**config.mk**
```make
export PLATFORM = sky130hd
export DESIGN_NAME = conv_window_gen_flat
export DESIGN_NICKNAME = d
export VERILOG_FILES = /design/src/rtl/conv_window_gen_if.sv /design/src/rtl/conv_window_gen.sv /design/src/flat_wrapper.sv
export SDC_FILE = /design/constraint.sdc
export NUM_CORES = 1
export LEC_CHECK = 0
export BUFFER_PORTS_ARGS = -buffer_cell sky130_fd_sc_hd__buf_2
export CELL_PAD_IN_SITES_DETAIL_PLACEMENT = 1
export CELL_PAD_IN_SITES_GLOBAL_PLACEMENT = 1
export CORE_MARGIN = 4
export CORE_UTILIZATION = 38
export DETAILED_ROUTE_END_ITERATION = 10
export GPL_TIMING_DRIVEN = 0
export PLACE_DENSITY_LB_ADDON = 0.1
export SLEW_MARGIN = 20
export SYNTH_ARGS = -nofsm -noshare
export SYNTH_HDL_FRONTEND = slang
export SYNTH_SLANG_ARGS = --single-unit
export TNS_END_PERCENT = 100
```
**constraint.sdc**
```tcl
create_clock -name clk -period 3.9 [get_ports clk]
set_clock_uncertainty 0.15 [all_clocks]
set_input_delay 0.195 -clock clk [delete_from_list [all_inputs] [get_ports clk]]
set_output_delay 0.195 -clock clk [all_outputs]
set_load 0.005 [all_outputs]
```
**src/rtl/conv_window_gen_if.sv**
```systemverilog
// rtl/conv_window_gen_if.sv - pixel-in / 3x3-window-out bundle between raster source, window generator and multiply stage
// win_eof exists only when CONV_WINDOW_EOF_EN is defined.
interface conv_window_gen_if #(
  parameter int CNT_W = 10
);
  logic [7:0]       pix_in;
  logic             pix_valid;
  logic             sof;
  logic [7:0]       p1, p2, p3, p4, p5, p6, p7, p8, p9;
  logic             win_valid;
  logic [CNT_W-1:0] col_out;
  logic [CNT_W-1:0] row_out;
`ifdef CONV_WINDOW_EOF_EN
  logic             win_eof;
`endif

  // master: the window producer; slave: raster source plus multiply-stage view
  modport master (
    input  pix_in, pix_valid, sof,
    output p1, p2, p3, p4, p5, p6, p7, p8, p9,
    output win_valid, col_out, row_out
`ifdef CONV_WINDOW_EOF_EN
    , output win_eof
`endif
  );

  modport slave (
    output pix_in, pix_valid, sof,
    input  p1, p2, p3, p4, p5, p6, p7, p8, p9,
    input  win_valid, col_out, row_out
`ifdef CONV_WINDOW_EOF_EN
    , input win_eof
`endif
  );
endinterface

```
**src/rtl/conv_window_gen.sv**
```systemverilog
// rtl/conv_window_gen.sv - raster-to-3x3-window front end with two line buffers
// Optional end-of-frame strobe win_eof enabled by CONV_WINDOW_EOF_EN.
module conv_window_gen #(
  parameter int IMG_W = 8,
  parameter int IMG_H = 8,
  parameter int CNT_W = 10
) (
  input  logic              clk,
  input  logic              rst,
  conv_window_gen_if.master win
);

  localparam int AW = (IMG_W > 1) ? $clog2(IMG_W) : 1;

  typedef logic [CNT_W-1:0] cnt_t;

  localparam cnt_t LAST_COL = cnt_t'(IMG_W - 1);
  localparam cnt_t LAST_ROW = cnt_t'(IMG_H - 1);
  localparam cnt_t ONE      = cnt_t'(1);
  localparam cnt_t TWO      = cnt_t'(2);

  logic [7:0] lb0 [IMG_W];
  logic [7:0] lb1 [IMG_W];

  cnt_t          col_cnt;
  cnt_t          row_cnt;
  cnt_t          cur_col;
  cnt_t          cur_row;
  logic [AW-1:0] idx;
  logic [7:0]    lb0_rd;
  logic [7:0]    lb1_rd;
  logic          in_frame;

  // sof forces the accepted pixel to (0,0) regardless of the running counters
  always_comb begin
    cur_col  = win.sof ? '0 : col_cnt;
    cur_row  = win.sof ? '0 : row_cnt;
    idx      = cur_col[AW-1:0];
    lb0_rd   = lb0[idx];
    lb1_rd   = lb1[idx];
    in_frame = (cur_row >= TWO) && (cur_col >= TWO);
  end

  // Line buffers carry no reset; stale contents only reach windows masked by win_valid
  always_ff @(posedge clk) begin
    if (win.pix_valid) begin
      lb1[idx] <= lb0_rd;
      lb0[idx] <= win.pix_in;
    end
  end

  always_ff @(posedge clk or negedge rst) begin
    if (!rst) begin
      col_cnt       <= '0;
      row_cnt       <= '0;
      win.p1        <= '0;
      win.p2        <= '0;
      win.p3        <= '0;
      win.p4        <= '0;
      win.p5        <= '0;
      win.p6        <= '0;
      win.p7        <= '0;
      win.p8        <= '0;
      win.p9        <= '0;
      win.win_valid <= 1'b0;
      win.col_out   <= '0;
      win.row_out   <= '0;
`ifdef CONV_WINDOW_EOF_EN
      win.win_eof   <= 1'b0;
`endif
    end else if (win.pix_valid) begin
      win.p1 <= win.p2;
      win.p2 <= win.p3;
      win.p3 <= lb1_rd;
      win.p4 <= win.p5;
      win.p5 <= win.p6;
      win.p6 <= lb0_rd;
      win.p7 <= win.p8;
      win.p8 <= win.p9;
      win.p9 <= win.pix_in;

      win.win_valid <= in_frame;
      win.col_out   <= cur_col - ONE;
      win.row_out   <= cur_row - ONE;
`ifdef CONV_WINDOW_EOF_EN
      win.win_eof   <= (cur_row == LAST_ROW) && (cur_col == LAST_COL);
`endif

      if (cur_col == LAST_COL) begin
        col_cnt <= '0;
        row_cnt <= (cur_row == LAST_ROW) ? '0 : cur_row + ONE;
      end else begin
        col_cnt <= cur_col + ONE;
        row_cnt <= cur_row;
      end
    end else begin
      win.win_valid <= 1'b0;
`ifdef CONV_WINDOW_EOF_EN
      win.win_eof   <= 1'b0;
`endif
    end
  end

endmodule

```
**src/flat_wrapper.sv**
```systemverilog
// flat-port wrapper written by rule: the top's interface ports become plain ports
module conv_window_gen_flat 
#(
  parameter int IMG_W = 8,
  parameter int IMG_H = 8,
  parameter int CNT_W = 10
)
  (clk, rst, win_pix_in, win_pix_valid, win_sof, win_p1, win_p2, win_p3, win_p4, win_p5, win_p6, win_p7, win_p8, win_p9, win_win_valid, win_col_out, win_row_out);
  conv_window_gen_if #(.CNT_W(CNT_W)) win_i ();
  input  logic clk;
  input  logic rst;
  input wire logic [$bits(win_i.pix_in)-1:0] win_pix_in;
  input wire logic [$bits(win_i.pix_valid)-1:0] win_pix_valid;
  input wire logic [$bits(win_i.sof)-1:0] win_sof;
  output wire logic [$bits(win_i.p1)-1:0] win_p1;
  output wire logic [$bits(win_i.p2)-1:0] win_p2;
  output wire logic [$bits(win_i.p3)-1:0] win_p3;
  output wire logic [$bits(win_i.p4)-1:0] win_p4;
  output wire logic [$bits(win_i.p5)-1:0] win_p5;
  output wire logic [$bits(win_i.p6)-1:0] win_p6;
  output wire logic [$bits(win_i.p7)-1:0] win_p7;
  output wire logic [$bits(win_i.p8)-1:0] win_p8;
  output wire logic [$bits(win_i.p9)-1:0] win_p9;
  output wire logic [$bits(win_i.win_valid)-1:0] win_win_valid;
  output wire logic [$bits(win_i.col_out)-1:0] win_col_out;
  output wire logic [$bits(win_i.row_out)-1:0] win_row_out;
  assign win_i.pix_in = win_pix_in;
  assign win_i.pix_valid = win_pix_valid;
  assign win_i.sof = win_sof;
  assign win_p1 = win_i.p1;
  assign win_p2 = win_i.p2;
  assign win_p3 = win_i.p3;
  assign win_p4 = win_i.p4;
  assign win_p5 = win_i.p5;
  assign win_p6 = win_i.p6;
  assign win_p7 = win_i.p7;
  assign win_p8 = win_i.p8;
  assign win_p9 = win_i.p9;
  assign win_win_valid = win_i.win_valid;
  assign win_col_out = win_i.col_out;
  assign win_row_out = win_i.row_out;
  conv_window_gen #(.IMG_W(IMG_W), .IMG_H(IMG_H), .CNT_W(CNT_W)) u_core (.clk(clk), .rst(rst), .win(win_i));
endmodule
```
# After elaboration in Yosys (flattened, before gate mapping)
# Memories as Yosys holds them, arrays and structs flattened. A register that Yosys moved wholly into a read port is not among the register bits.
# Index checks and enable logic that the tools add are counted.
dict set report word_totals {
  ff_bits 105
  ramBits 128
  inputBits 12
  out_inout_bits 93
  mem_count 2
}
dict set report classes {
  n_addsub 4
  order_cmp 2
  eq_ne 2
  n_mux 8
  n_reduce_logical 2
}
# memory depth width rd rd_ports_with_merged_regs wr line
set memory_table {}
lappend memory_table {u_core.lb0 8 8 1 0 1 conv_window_gen.sv:22} ;# logic [7:0] lb0 [IMG_W];
lappend memory_table {u_core.lb1 8 8 1 1 1 conv_window_gen.sv:23} ;# logic [7:0] lb1 [IMG_W];
# op count
set op_table {}
lappend op_table {{$mux W10} 5}
lappend op_table {{$add A10 B1 Y10 const B} 2}
lappend op_table {{$eq A10 B3 Y1 const B} 2}
lappend op_table {{$ge A10 B2 Y1 const B} 2}
lappend op_table {{$sub A10 B1 Y10 const B} 2}
lappend op_table {{$mux W1} 3}
lappend op_table {{$logic_and A1 B1 Y1} 1}
lappend op_table {{$logic_not A1 Y1} 1}

# Longest topological paths before layout
dict set report logic_depth {
  word_depth 4
  ltp_mapped 11
}

# Worst setup path after synthesis
# OpenSTA, ideal clock, no wires.
dict set report synth_path {
  kind {register to register}
  from {register u_core.col_cnt[1]}
  to {register u_core.row_cnt[6]}
  t_arrival_ns 3.010
  t_required_ns 3.646
  setup_slack_ns 0.636
  path_stages_with_launch 12
  n_path_buf 5
  period_less_slack_ns 3.264
  cell_sequence {dfrtp_1 buf_1 clkbuf_1 nor2b_1 clkbuf_1 ha_1 clkbuf_1 nand4b_1 or4_1 clkbuf_2 or3b_1 o311ai_1}
}
dict set report synth_via {
  elab_chain_len 3
}
# item line
set synth_rtl {}
lappend synth_rtl {{start: declaration} conv_window_gen.sv:25} ;# cnt_t col_cnt;
lappend synth_rtl {{start signal: assignment} conv_window_gen.sv:93} ;# col_cnt <= cur_col + ONE;
lappend synth_rtl {{$mux W10} conv_window_gen.sv:36} ;# cur_col = win.sof ? '0 : col_cnt;
lappend synth_rtl {{$eq A10 B3 Y1} conv_window_gen.sv:89} ;# if (cur_col == LAST_COL) begin
lappend synth_rtl {{$mux W10} conv_window_gen.sv:89}
lappend synth_rtl {{end signal: assignment} conv_window_gen.sv:91} ;# row_cnt <= (cur_row == LAST_ROW) ? '0 : cur_row + ONE;
lappend synth_rtl {{end signal: assignment} conv_window_gen.sv:94} ;# row_cnt <= cur_row;
lappend synth_rtl {{end: declaration} conv_window_gen.sv:26} ;# cnt_t row_cnt;
# No other way between the ends.
# A chain may end at the register's enable or synchronous reset.

# Final worst setup path
# Same ends and word-level chain as after synthesis.

==> impl_metrics.toml <==
[outcome]
status = "finished clean"

[clock_network]
cts_setup_buffers = 0
cts_buffers = 27
cts_tree = "yes"
cts.sinks = 241
clock_latency_ns = 0.54
path_clk_slew_ns = 0.06
clockRootBuffer = "clkbuf_16"
h-tree-depth = 1
clockBufferDepth = 3

[finish]
layout.nets = 896
n_antenna_cell = 0
fin_util = 0.468
fin_area_um2 = 12200
drive_above_1_share = 0.289
layout_commonest_cell = "edfxtp_1"
final_cell_mix = "edfxtp_1 (128), dfrtp_1 (113), buf_2 (103)"
syn_to_final_growth_pct = 20.8
fin_cells = 1234

[route]
drt_iter0_drc = 382
postRouteAntennaNets = 0
wl_per_cell_um = 23.1
dr.pass1.iters = 5
vias_per_cell = 5.47
drc = 0
vias = 6744
wl_um = 28500

[placed_design]
place_congestion = 0.842
place_ws_ns = -0.428
placed_area_um2 = 11200
portBuffers = 103
post-dp-hpwl_um = 19100
place_inst = 1178

[setup_path]
arrival_ns = 3.95
rrSetupSlack_ns = 0.22
worst_setup_path_start_kind = "register"
required_ns = 4.17
cp_max_fo = 19
critPathKind = "register to register"
max_stage_delay_ns = 0.45
cp_cell_sequence = "clkbuf_4, nor2b_1, clkbuf_1, ha_1, clkbuf_1, nand4b_1, or4_1, clkbuf_2, or3b_1, o311ai_1"
reg2reg_depth = 10
worstReg2RegEnd = "u_core.row_cnt[6]"
slowest_stage = "or4_1"
path_common_cell = "clkbuf_1"
setup.worst_path.end_class = "register"
r2r_start = "u_core.col_cnt[1]"

[power_and_ir_drop]
leakage_nw = 4.69
power_density_nw_per_um2 = 545
peakVddDrop_mv = 0.383

[logic_synthesis]
synth_top_family_by_area = "multiplexers"
synthMuxAreaShare = 0.111
syn-mean-instance-area_um2 = 13.9
synth_xor_area_frac = 0.00868
synthFlopType = "edfxtp_1"
synth_cell_types = 60
yosys_register_bits = 241
synthCells = 728
synth_edf_count = 128
synth_compound_area_frac = 0.102
ys_seq_area_frac = 0.661
netlist_area_um2 = 10100
syn-num-nets = 746
yosys.area_share.simple = 0.0817
yosysWarnings = 0
synth_fa_ha_area_frac = 0.00744
async_flop_share = 0.469

[global_routing]
grt_pass1_wl_um = 44100
grt_pass1_vias = 7295
grt_max_degree = 62
grt_usage = 0.196
grt_overflow = 0
antenna_found_initial = 0

[sta]
rsz0062_at_grt = "false"
whs_ns = 0.0410
slew_viol_final = 0
worst_slack_ns = 0.216
relSlewSlack = 0.293
hold_viol = 0
timing.final.crit_share = 0.945
worstMarginPinSlew_ns = 1.06
max_freq_ghz = 0.271
period_minus_slack_ns = 3.68
finalSetupViolations = 0

[floorplan]
start_util = 0.387
rows = 59
die_w_um = 171
dieArea_um2 = 29200
ios = 105
core_area_um2 = 26100
die_y_um = 171

[job]
maxCapViolCount = 0

[hold_path]
hold_class = "input pin to asynchronous set/reset pin"
[area by class of cell]
class,count,area [µm²]
flip-flops and latches,241,6670
plain buffers,56,216
well taps,335,419
clock buffers,38,758
repair buffers,124,759
clock inverters,12,110
multi-input cells,413,3200
inverters,15,56.3
fillers,2693,13900
[worst max path at each step]
stage                      start           endpoint  slack [ns]  cells after the start
3_5_place_dp   u_core.col_cnt[1]  u_core.row_cnt[6]       -0.43                     11
6_report       u_core.col_cnt[1]  u_core.row_cnt[6]        0.22                     10
3_3_place_gp   u_core.col_cnt[0]   u_core.lb1[5][7]       -1.27                      7
5_1_grt        u_core.col_cnt[1]  u_core.row_cnt[6]        0.02                     10
2_1_floorplan  u_core.col_cnt[1]  u_core.row_cnt[6]        0.64                     11
4_1_cts        u_core.col_cnt[0]  u_core.row_cnt[6]        0.09                     10
[sequential cells by signal, summed over array words and instances, names as in the netlist, 8 cells and up]
signal              count
u_core.lb0             64
u_core.lb1             64
u_core.col_cnt         10
u_core.row_cnt         10
u_core.win.col_out     10
u_core.win.row_out     10
u_core.win.p1           8
u_core.win.p2           8
u_core.win.p3           8
u_core.win.p4           8
u_core.win.p5           8
u_core.win.p6           8
u_core.win.p7           8
u_core.win.p8           8
u_core.win.p9           8
[what timing repair did]
item                                   in CTS  in global routing
setup endpoints to repair                  11                  2
resized for setup                           1                  1
hold buffers                                9                  0
endpoints found under the hold margin     185                  0
[per-layer routing]
| metal | wire length, µm | GRT usage | share of wire | vias up |
|---|---|---|---|---|
| met5 | 0 | 0 | 0 | - |
| met4 | 514 | 0.0455 | 0.018 | 0 |
| met3 | 1380 | 0.0314 | 0.048 | 36 |
| met2 | 14300 | 0.344 | 0.50 | 175 |
| met1 | 12300 | 0.255 | 0.43 | 3461 |
| li1 | - | - | - | 3072 |
[Yosys cell counts, types with 4 or more instances]
cell / count / area [µm²]
a211o_1: 7 / 61.3
clkbuf_1: 48 / 180
a32o_1: 6 / 60.1
o21ai_0: 18 / 90.1
and3b_1: 7 / 61.3
xnor2_1: 8 / 70.1
o2bb2ai_1: 4 / 35.0
nand4_1: 9 / 56.3
a221o_1: 6 / 60.1
nor4_1: 12 / 75.1
a31oi_1: 7 / 43.8
nor2_1: 38 / 143
mux2i_1: 12 / 120
or3_1: 4 / 25.0
a221oi_1: 12 / 105
nand2_1: 30 / 113
nand3_1: 7 / 35.0
a22o_1: 6 / 52.6
buf_1: 9 / 33.8
mux2_2: 87 / 980
a21oi_1: 30 / 150
nor2b_1: 9 / 56.3
a211oi_1: 12 / 90.1
nor3_1: 14 / 70.1
ha_1: 6 / 75.1
o211ai_1: 4 / 30.0
edfxtp_1: 128 / 3840
a21o_1: 6 / 45.0
inv_1: 15 / 56.3
dfrtp_1: 113 / 2830
[cell families after synthesis]
kind of cell	count (synthesis)
buffers and inverters	74
AND/OR/NAND/NOR	155
multiplexers	100
flip-flops	241
XOR/XNOR	10
AO/OA/AOI/OAI	142
adder cells (fa/ha/maj)	6
[per-stage QoR]
| step | total power [W] | setup TNS, ns |
|---|---|---|
| 5_1_grt | 0.00697 | 0 |
| 3_3_place_gp | 0.00415 | -97.39 |
| 2_1_floorplan | 0.00369 | 0 |
| 3_5_place_dp | 0.00422 | -1.85 |
| 6_report | 0.00665 | 0 |
| 4_1_cts | 0.00673 | 0 |
[worst max-delay path, delay by kind of cell (launching register included)]
| family | cells | cell delay, ns |
|---|---|---|
| simple gates | 4 | 1.27 |
| buf+inv | 4 | 1.22 |
| fa+ha+maj | 1 | 0.21 |
| flops | 1 | 0.43 |
| compound gates | 1 | 0.28 |
[report_power, final]
part	total [W]	internal, W	switching, W
Combinational	0.00103	0.000456	0.000575
Clock	0.00249	0.00148	0.00101
Sequential	0.00313	0.00297	0.000154
Total	0.00665	0.00491	0.00173
No activity file was read; power rests on OpenSTA's default activity.
